===== config.mk =====
export PLATFORM = sky130hd
export DESIGN_NAME = fetch_stage
export DESIGN_NICKNAME = d
export VERILOG_FILES = /design/src/rtl/fetch_stage_pkg.sv /design/src/rtl/fetch_stage_fifo.sv /design/src/rtl/fetch_stage.sv
export SDC_FILE = /design/constraint.sdc
export NUM_CORES = 1
export LEC_CHECK = 0
export ABC_CLOCK_PERIOD_IN_PS = 5000
export CAP_MARGIN = 25
export CORE_MARGIN = 2
export CORE_UTILIZATION = 30
export DETAILED_ROUTE_END_ITERATION = 12
export GPL_TIMING_DRIVEN = 0
export HOLD_SLACK_MARGIN = 0.1
export SLEW_MARGIN = 10
export SYNTH_ARGS = -nofsm -noshare
export SYNTH_HDL_FRONTEND = slang
export SYNTH_HIERARCHICAL = 1
export SYNTH_SLANG_ARGS = --single-unit

===== constraint.sdc =====
create_clock -name clk -period 5 [get_ports clk]
set_clock_uncertainty 0.05 [all_clocks]
set_input_delay 0.75 -clock clk [delete_from_list [all_inputs] [get_ports clk]]
set_output_delay 0.75 -clock clk [all_outputs]
set_load 0.03 [all_outputs]

===== src/rtl/fetch_stage_pkg.sv =====
// Shared fetch types, opcode constants and the immediate/predecode helpers.
// The immediate extraction is meant to be the same one the decoder uses.
package fetch_stage_pkg;

  localparam logic [6:0] OPC_JAL    = 7'b1101111;
  localparam logic [6:0] OPC_BRANCH = 7'b1100011;
  localparam logic [6:0] OPC_JALR   = 7'b1100111;

  typedef struct packed {
    logic [31:0] pc;
    logic [31:0] instr;
    logic        predicted_taken;
    logic [31:0] predicted_target;
  } fetch_pkt_t;

  typedef struct packed {
    logic        taken;
    logic [31:0] target;
  } pred_t;

  function automatic logic [31:0] imm_j(input logic [31:12] hi);
    return {{12{hi[31]}}, hi[19:12], hi[20], hi[30:21], 1'b0};
  endfunction

  function automatic logic [31:0] imm_b(input logic [31:25] hi, input logic [11:7] lo);
    return {{20{hi[31]}}, lo[7], hi[30:25], lo[11:8], 1'b0};
  endfunction

  // Static prediction: JAL and backward branches taken, everything else falls through.
  function automatic pred_t predecode(input logic [31:0] pc, input logic [31:0] instr);
    pred_t p;
    p.taken  = 1'b0;
    p.target = pc + 32'd4;
    case (instr[6:0])
      OPC_JAL: begin
        p.taken  = 1'b1;
        p.target = pc + imm_j(instr[31:12]);
      end
      OPC_BRANCH: begin
        if (instr[31]) begin
          p.taken  = 1'b1;
          p.target = pc + imm_b(instr[31:25], instr[11:7]);
        end
      end
      OPC_JALR: p.taken = 1'b0;
      default:  p.taken = 1'b0;
    endcase
    return p;
  endfunction

endpackage


===== src/rtl/fetch_stage_fifo.sv =====
// Synchronous FIFO with a flush that empties it in one cycle.
// Used for the in-flight PC queue and for the instruction buffer.
module fetch_stage_fifo #(
  parameter int WIDTH = 32,
  parameter int DEPTH = 4
) (
  input  logic                   clk,
  input  logic                   rst_n,
  input  logic                   flush_i,
  input  logic                   push_i,
  input  logic [WIDTH-1:0]       wdata_i,
  input  logic                   pop_i,
  output logic [WIDTH-1:0]       rdata_o,
  output logic [$clog2(DEPTH):0] count_o
);

  localparam int AW = $clog2(DEPTH);

  logic [WIDTH-1:0] mem_q [DEPTH];
  logic [AW-1:0]    wr_ptr_q, wr_ptr_d;
  logic [AW-1:0]    rd_ptr_q, rd_ptr_d;
  logic [AW:0]      count_q, count_d;

  always_comb begin
    wr_ptr_d = wr_ptr_q;
    rd_ptr_d = rd_ptr_q;
    count_d  = count_q;
    if (flush_i) begin
      wr_ptr_d = '0;
      rd_ptr_d = '0;
      count_d  = '0;
    end else begin
      if (push_i) wr_ptr_d = wr_ptr_q + AW'(1);
      if (pop_i)  rd_ptr_d = rd_ptr_q + AW'(1);
      count_d = count_q + (AW+1)'(push_i) - (AW+1)'(pop_i);
    end
  end

  always_ff @(posedge clk) begin
    if (!rst_n) begin
      wr_ptr_q <= '0;
      rd_ptr_q <= '0;
      count_q  <= '0;
    end else begin
      wr_ptr_q <= wr_ptr_d;
      rd_ptr_q <= rd_ptr_d;
      count_q  <= count_d;
    end
  end

  // Storage is not reset; the count alone decides what is valid.
  always_ff @(posedge clk) begin
    if (rst_n && push_i && !flush_i) mem_q[wr_ptr_q] <= wdata_i;
  end

  assign rdata_o = mem_q[rd_ptr_q];
  assign count_o = count_q;

endmodule


===== src/rtl/fetch_stage.sv =====
// Fetch front end: PC ownership, credit-based imem requests, predecode redirect,
// backend redirect flush and the decode-facing instruction buffer.
module fetch_stage
  import fetch_stage_pkg::*;
#(
  parameter logic [31:0] RESET_PC = 32'h0000_0000,
  parameter int          DEPTH    = 4
) (
  input  logic        clk,
  input  logic        rst_n,
  output logic        imem_req_valid,
  input  logic        imem_req_ready,
  output logic [31:0] imem_req_addr,
  input  logic        imem_rsp_valid,
  input  logic [31:0] imem_rsp_data,
  input  logic        redirect_valid,
  input  logic [31:0] redirect_pc,
  output logic        valid_out,
  input  logic        ready_in,
  output logic [31:0] pc_out,
  output logic [31:0] instr_out,
  output logic        predicted_taken_out,
  output logic [31:0] predicted_target_out
);

  localparam int CW    = $clog2(DEPTH) + 1;
  localparam int PKT_W = $bits(fetch_pkt_t);

  logic          start_q;
  logic [31:0]   fetch_pc_q, fetch_pc_d;
  logic [CW-1:0] outstanding_q, outstanding_d;
  logic [CW-1:0] drop_cnt_q, drop_cnt_d;

  logic [CW-1:0] buf_count, pcq_count;
  logic [CW:0]   in_use;
  logic [31:0]   pcq_head, rsp_pc;
  fetch_pkt_t    buf_head, buf_wdata;
  pred_t         pred;
  logic          pcq_empty;
  logic          credit, req_fire, rsp_fire, rsp_drop, rsp_take, pred_redirect;
  logic          pcq_push, pcq_pop, pcq_flush, buf_push, buf_pop;

  // start_q holds requests off for the first cycle after reset.
  assign in_use   = {1'b0, buf_count} + {1'b0, outstanding_q};
  assign credit   = start_q && (in_use < (CW+1)'(DEPTH));
  assign req_fire = credit && imem_req_ready;

  assign imem_req_valid = credit;
  assign imem_req_addr  = start_q ? fetch_pc_q : 32'h0;

  assign rsp_fire  = imem_rsp_valid;
  assign rsp_drop  = rsp_fire && (drop_cnt_q != '0);
  assign rsp_take  = rsp_fire && (drop_cnt_q == '0) && !redirect_valid;
  assign pcq_empty = (pcq_count == '0);

  // An empty PC queue with a live response means zero-latency memory answered
  // the request issued this very cycle, so its PC is still fetch_pc_q.
  assign rsp_pc        = pcq_empty ? fetch_pc_q : pcq_head;
  assign pred          = predecode(rsp_pc, imem_rsp_data);
  assign pred_redirect = rsp_take && pred.taken;

  always_comb begin
    buf_wdata.pc               = rsp_pc;
    buf_wdata.instr            = imem_rsp_data;
    buf_wdata.predicted_taken  = pred.taken;
    buf_wdata.predicted_target = pred.target;
  end

  assign pcq_flush = redirect_valid || pred_redirect;
  assign pcq_push  = req_fire && !(rsp_take && pcq_empty);
  assign pcq_pop   = rsp_take && !pcq_empty;
  assign buf_push  = rsp_take;
  assign buf_pop   = valid_out && ready_in;

  always_comb begin
    outstanding_d = outstanding_q + CW'(req_fire) - CW'(rsp_fire);
    drop_cnt_d    = drop_cnt_q;
    fetch_pc_d    = fetch_pc_q;
    // Everything still in flight after this cycle belongs to the old path.
    if (redirect_valid || pred_redirect) begin
      drop_cnt_d = outstanding_d;
    end else if (rsp_drop) begin
      drop_cnt_d = drop_cnt_q - CW'(1);
    end
    if (redirect_valid) begin
      fetch_pc_d = redirect_pc & 32'hFFFF_FFFC;
    end else if (pred_redirect) begin
      fetch_pc_d = pred.target & 32'hFFFF_FFFC;
    end else if (req_fire) begin
      fetch_pc_d = fetch_pc_q + 32'd4;
    end
  end

  always_ff @(posedge clk) begin
    if (!rst_n) begin
      start_q       <= 1'b0;
      fetch_pc_q    <= RESET_PC;
      outstanding_q <= '0;
      drop_cnt_q    <= '0;
    end else begin
      start_q       <= 1'b1;
      fetch_pc_q    <= fetch_pc_d;
      outstanding_q <= outstanding_d;
      drop_cnt_q    <= drop_cnt_d;
    end
  end

  fetch_stage_fifo #(
    .WIDTH (32),
    .DEPTH (DEPTH)
  ) u_pc_queue (
    .clk     (clk),
    .rst_n   (rst_n),
    .flush_i (pcq_flush),
    .push_i  (pcq_push),
    .wdata_i (fetch_pc_q),
    .pop_i   (pcq_pop),
    .rdata_o (pcq_head),
    .count_o (pcq_count)
  );

  fetch_stage_fifo #(
    .WIDTH (PKT_W),
    .DEPTH (DEPTH)
  ) u_instr_buf (
    .clk     (clk),
    .rst_n   (rst_n),
    .flush_i (redirect_valid),
    .push_i  (buf_push),
    .wdata_i (buf_wdata),
    .pop_i   (buf_pop),
    .rdata_o (buf_head),
    .count_o (buf_count)
  );

  assign valid_out            = (buf_count != '0);
  assign pc_out               = valid_out ? buf_head.pc : 32'h0;
  assign instr_out            = valid_out ? buf_head.instr : 32'h0;
  assign predicted_taken_out  = valid_out && buf_head.predicted_taken;
  assign predicted_target_out = valid_out ? buf_head.predicted_target : 32'h0;

endmodule


# Word-level counts from Yosys, hierarchy flattened
# Memories as Yosys holds them, arrays and structs flattened. A register that Yosys moved wholly into a read port is not among the register bits.
# Cells that the tools add are included.
[op_classes]
n_addsub = 16
order_cmp = 1
eq_ne = 2
mux = 22
bitwise = 1
n_reduce_logical = 29
[op_table]
columns = ["op", "n"]
rows = [
  ["$mux 32", 8],
  ["$add 32x3->32 const B", 2],
  ["$add 32x32->32", 2],
  ["$pmux 32 s2", 1],
  ["$mux 33", 1],
  ["$logic_and 1x1->1", 15],
  ["$eq 7x7->1 const B", 2],
  ["$add 3x1->3", 3],
  ["$reduce_bool 3->1", 3],
  ["$sub 3x1->3", 3],
  ["$add 2x1->2 const B", 4],
  ["$mux 2", 4],
  ["$logic_not 3->1", 2],
  ["$mux 3", 2],
  ["$mux 1", 5],
  ["$add 3x3->4", 1],
  ["$logic_not 1->1", 4],
  ["$lt 4x3->1 const B", 1],
  ["$reduce_or 2->1", 2],
  ["$reduce_or 3->1", 1],
  ["$sub 3x1->3 const B", 1],
  ["$pmux 1 s2", 1],
  ["$reduce_bool 2->1", 1],
  ["$logic_or 1x1->1", 1],
  ["$not 1->1", 1],
]
[word_totals]
register_bits = 53
mem_bits_rw = 516
inputBits = 70
output_inout_bits = 131
mem_count = 2
[mem_list]
columns = ["memory", "depth", "width", "read_ports", "rd_ports_with_merged_regs", "write_ports", "line", "rtl"]
rows = [
  ["u_instr_buf.mem_q", 4, 97, 1, 1, 1, "fetch_stage_fifo.sv:19", "logic [WIDTH-1:0] mem_q [DEPTH];"],
  ["u_pc_queue.mem_q", 4, 32, 1, 1, 1, "fetch_stage_fifo.sv:19", ""],
]

# Longest topological paths before layout
[logic_depth]
depth_word = 11
mapped_depth = 19

# Cells and area by module
# The synthesis kept the hierarchy.
[by_module_without_submodules]
columns = ["mod", "n_inst", "cells_each", "area_per_inst_um2", "seq_area_each_um2"]
rows = [
  ["fetch_stage_fifo (u_instr_buf)", 1, 549, 14425.1, 11831.3],
  ["fetch_stage", 1, 1153, 7759.9, 740.7],
  ["fetch_stage_fifo (u_pc_queue)", 1, 209, 5098.6, 4023.9],
]

# Worst setup path after synthesis
# OpenSTA, ideal clock, no wires.
[synth_timing]
path_kind = "reg-to-reg"
from = "register u_pc_queue.count_q[1], in the netlist u_pc_queue/count_o[1]"
to = "memory u_instr_buf/mem_q[0][30] (netlist name) (data pin)"
setup_time_ps = 185
t_arrival_ps = 4317
required_ps = 4765
slack_ps = 447
path_stages_with_launch = 19
n_path_buf = 5
synth_period_minus_slack_ps = 4553
path_cell_list = "dfxtp_1 > or3_1 > buf_6 > buf_2 > buf_1 > clkbuf_1 > buf_1 > mux2i_1 > inv_1 > ha_1 > a211oi_1 > o21ai_0 > o2111ai_1 > a41oi_1 > a221o_1 > a21boi_0 > nand2_1 > and3_1 > o22ai_1"
[synth_rtl]
columns = ["element", "line", "rtl"]
rows = [
  ["start: declaration", "fetch_stage_fifo.sv:22", "logic [AW:0] count_q, count_d;"],
  ["start signal: assignment", "fetch_stage_fifo.sv:47", "count_q <= count_d;"],
  ["end: declaration", "fetch_stage_fifo.sv:19", ""],
]

==> impl_table.tex <==
\begin{tabular}{lr}
\hline
Metric & Value \\
\hline
\multicolumn{2}{l}{\textbf{Status}} \\
Outcome & finished, final reports clean \\
\multicolumn{2}{l}{\textbf{Die}} \\
Chip height & 306 µm \\
Die width & 306 µm \\
I/O pin count & 201 \\
Die ar. & 0.0934 mm² \\
Effective utilization at floorplan & 30.3\% \\
Number of standard-cell rows in the floorplan & 110 \\
Core region area & around 0.09 mm² \\
\multicolumn{2}{l}{\textbf{Drt}} \\
Number of antenna-violating nets in the routed design & 0 \\
Overall routed net length & 83,900 µm \\
Ratio of routed vias to standard cells & between 5 and 6 \\
Remaining DRCs & 0 \\
Final routed wire length divided by cell count & about 25 µm \\
Routed vias & about 18,000 \\
Violation count after the first detailed-routing iteration & 1,639 \\
Number of iterations in the first detailed-routing pass & 7 \\
\multicolumn{2}{l}{\textbf{Synthesis}} \\
Yosys top cell area share & 56.8\% \\
Synthesized cell area & 0.0273 mm² \\
Most used flip-flop cell after synthesis & sky130\_fd\_sc\_hd\_\_edfxtp\_1 \\
Synthesized netlist cell count & 1,911 \\
Post-synth cell types & 94 \\
Proportion of synthesized chip area in sequential cells & about three fifths \\
Count of warnings emitted by yosys & 6 \\
Synth area leader & sky130\_fd\_sc\_hd\_\_edfxtp\_1 \\
Post-synth EDFFs & 516 \\
Share of synthesized flip-flops with an asynchronous set or reset & 0\% \\
Number of register bits inferred by synthesis & 571 \\
Top post-synthesis cells by area & sky130\_fd\_sc\_hd\_\_edfxtp\_1 (57\%), sky130\_fd\_sc\_hd\_\_mux4\_2 (10\%), sky130\_fd\_sc\_hd\_\_dfxtp\_1 (4.0\%) \\
Per-instance average area after synthesis & 14.3 µm² \\
\multicolumn{2}{l}{\textbf{Critical path}} \\
Stage delay of the slowest cell on the critical path & 380 ps \\
Category of the worst setup path capture point & flip-flop \\
Worst flop-to-flop path endpoint & u\_instr\_buf/mem\_q[1][20] \\
Slowest cell on the critical path & sky130\_fd\_sc\_hd\_\_or3\_1 \\
Length in cells of the worst reg-to-reg path & 16 \\
R2R Path Start & u\_pc\_queue/count\_o[2] \\
Maximum net fanout on the critical path & 19 \\
Worst setup startpoint & u\_pc\_queue/count\_o[2] \\
Data arrival time at the worst-slack endpoint & $\sim$5100 ps \\
Startpoint-to-endpoint class of the critical path & flip-flop to flip-flop \\
Critical path capture point & u\_instr\_buf/mem\_q[1][20] \\
Critical path required time & 5260 ps \\
Worst reg2reg setup slack & $\sim$160 ps \\
Worst setup SP type & flip-flop \\
Crit-path cells & or3\_1, buf\_6, buf\_12, buf\_4, buf\_6, mux2i\_4, inv\_4, ha\_1, a211oi\_2, o21ai\_2, o2111ai\_2, a31oi\_4, a41o\_2, a22o\_1, o21ai\_1, o21ai\_1 \\
\multicolumn{2}{l}{\textbf{Place}} \\
IO Port Bufs & $\sim$200 \\
Pre-CTS setup slack & -2080 ps \\
Hpwl dp & roughly 62,000 µm \\
Standard cell area after detailed placement & between 0.03 and 0.04 mm² \\
Cells after DPL & roughly 3,300 \\
RD Place Congestion & 0.904 \\
\multicolumn{2}{l}{\textbf{Finish}} \\
Fraction of final layout cells with drive strength greater than 1 & 15.9\% \\
Final net count & 2,340 \\
Final Instance Count excl. Fillers & around 3,400 \\
Summed area of non-filler cells in the final layout & around 0.033 mm² \\
Top library cells by usage in the layout, fill and taps aside & sky130\_fd\_sc\_hd\_\_edfxtp\_1 (516), sky130\_fd\_sc\_hd\_\_clkdlybuf4s50\_1 (195), sky130\_fd\_sc\_hd\_\_nand2\_1 (154) \\
Signed area change from the synthesized netlist to the final layout & 22.3\% \\
Fraction of the core area covered by cells at the end of the flow & 37.1\% \\
Leading cell type in the layout, fill and taps excluded & sky130\_fd\_sc\_hd\_\_edfxtp\_1 \\
\multicolumn{2}{l}{\textbf{Worst hold path}} \\
Path category of the worst min-delay check & flip-flop to flip-flop \\
\multicolumn{2}{l}{\textbf{Clock tree}} \\
Buffer depth of the longest clock path & 3 \\
Post-CTS clock slew at the launch and capture registers of the worst setup and hold paths & 60 ps \\
Clock root buffer master & sky130\_fd\_sc\_hd\_\_clkbuf\_16 \\
Clock tree from TritonCTS & done \\
Sinks on the clock net & 571 \\
Hold buffers post-CTS & 0 \\
CTS Buf Count & 59 \\
Clock latency on the worst-skew pair & 640 ps \\
Number of H-tree levels & 2 \\
\multicolumn{2}{l}{\textbf{Power and ir drop}} \\
IR drop worst, VDD & 0.271 mV \\
Post-layout power & 12.1 mW \\
Lkg Pwr & 11.1 nW \\
Total power density per cell area & 364 mW/mm² \\
\multicolumn{2}{l}{\textbf{GRT}} \\
Vias in the first global route & 17,957 \\
Remaining Overflow, GRT & 0 \\
Number of antenna violations at the first check in global routing & 3 \\
Gr usage total & 17.7\% \\
First-pass GRT wire length & 122,000 µm \\
Largest net degree at the start of global routing & slightly below 50 \\
\multicolumn{2}{l}{\textbf{STA}} \\
Finish-stage setup viols & 0 \\
Final critical-path share of the clock period & 96.8\% \\
Worst slew slack as a fraction of its limit & 25.5\% \\
Max Freq & between 0.2 and 0.25 GHz \\
Hold violation total from the final report & 0 \\
Setup repair after global routing missed its margin & no \\
Tightest Pin Transition & approximately 1100 ps \\
Total Negative Setup Slacks & 0 ps \\
Worst path setup slack after routing & roughly 160 ps \\
Final number of max-transition violations & 0 \\
Worst hold slack & 448 ps \\
Min cycle time layout & 4840 ps \\
\multicolumn{2}{l}{\textbf{Flow run}} \\
Maximum Capacitance Violations & 0 \\
\hline
\end{tabular}
## cell usage after synthesis, types with 9 or more instances
cell type                  number
sky130_fd_sc_hd__edfxtp_1     516
sky130_fd_sc_hd__nand2_1      156
sky130_fd_sc_hd__and2_1       145
sky130_fd_sc_hd__mux4_2       127
sky130_fd_sc_hd__a21oi_1       87
sky130_fd_sc_hd__nor2_1        73
sky130_fd_sc_hd__ha_1          66
sky130_fd_sc_hd__o21ai_0       65
sky130_fd_sc_hd__clkbuf_1      64
sky130_fd_sc_hd__dfxtp_1       55
sky130_fd_sc_hd__xnor2_1       49
sky130_fd_sc_hd__nand3_1       46
sky130_fd_sc_hd__inv_1         44
sky130_fd_sc_hd__xor2_1        34
sky130_fd_sc_hd__and3_1        26
sky130_fd_sc_hd__mux2i_1       22
sky130_fd_sc_hd__buf_2         20
sky130_fd_sc_hd__a21o_1        18
sky130_fd_sc_hd__nand4_1       18
sky130_fd_sc_hd__o22ai_1       14
sky130_fd_sc_hd__a221oi_1      13
sky130_fd_sc_hd__nor3_1        13
sky130_fd_sc_hd__o211ai_1      13
sky130_fd_sc_hd__nand2b_1      12
sky130_fd_sc_hd__a211oi_1      11
sky130_fd_sc_hd__a31oi_1       11
sky130_fd_sc_hd__o21bai_1      11
sky130_fd_sc_hd__o21a_1        10
sky130_fd_sc_hd__a22o_1         9
## critical path, delay by kind of cell (launching register included)
family	cells	cell delay, ps
and+or+nand+nor	1	380
DFF	1	340
muxes	1	260
adders and majority gates	1	340
AOI/OAI and AO/OA	8	2260
buffers and inverters	5	850
## repair_timing
action / CTS / global route
buffers inserted: 8 / 2
cloned: 0 / 0
pin swaps: 6 / 3
setup endpoints to repair: 149 / 82
gates resized for setup: 52 / 14
## where the power goes
part / leakage [nW] / switching [mW] / internal (mW) / total, mW
logic: 4.99 / 1.44 / 0.801 / 2.24
registers: 5.15 / 0.0795 / 5.36 / 5.44
clock network: 0.973 / 1.84 / 2.61 / 4.45
total: 11.1 / 3.36 / 8.77 / 12.1
## how the worst min path moves through the flow
stage / startpoint / endpoint / cells after the start
finish: fetch_pc_q[7] / u_pc_queue/mem_q[2][7] / 0
global route: fetch_pc_q[4] / u_pc_queue/mem_q[1][4] / 0
CTS: fetch_pc_q[7] / u_pc_queue/mem_q[2][7] / 0
detailed placement: fetch_pc_q[7] / u_pc_queue/mem_q[2][7] / 0
global placement: fetch_pc_q[4] / u_pc_queue/mem_q[1][4] / 0
floorplan: fetch_pc_q[11] / u_pc_queue/mem_q[0][11] / 0
## sequential cells by signal, indices dropped and copies added (netlist names), 3 cells and up, named ones only
| signal | count |
|---|---|
| u_instr_buf/count_o | 3 |
| drop_cnt_q | 3 |
| fetch_pc_q | 30 |
| u_pc_queue/count_o | 3 |
| u_pc_queue/mem_q | 128 |
| outstanding_q | 3 |
| u_instr_buf/mem_q | 388 |
## cell type report
class | instances | area (µm²)
well taps | 1176 | 1470
clock inverters | 35 | 370
flip-flops and latches | 571 | 16600
multi-input cells | 1201 | 10200
fillers | 8634 | 56600
diodes | 1 | 2.50
repair buffers | 219 | 2340
inverters | 45 | 171
clock buffers | 75 | 1620
plain buffers | 102 | 573
## metal layers
layer | global-route usage (%) | wire [µm] | vias up
met4 | 4.14 | 1750 | 0
met1 | 24.9 | 37100 | 9160
li1 | - | - | 7945
met5 | 0 | 0 | -
met2 | 28.3 | 39100 | 714
met3 | 3.07 | 5980 | 104
## cell families after synthesis
logic type | synth area share, %
compound gates | 8.55
xor+xnor | 2.84
fa+ha+maj | 3.39
buf+inv | 2.61
flops | 60.8
mux | 11.7
other cells | 0.0137
simple gates | 10.1
Power figures use the tool's default switching activity.
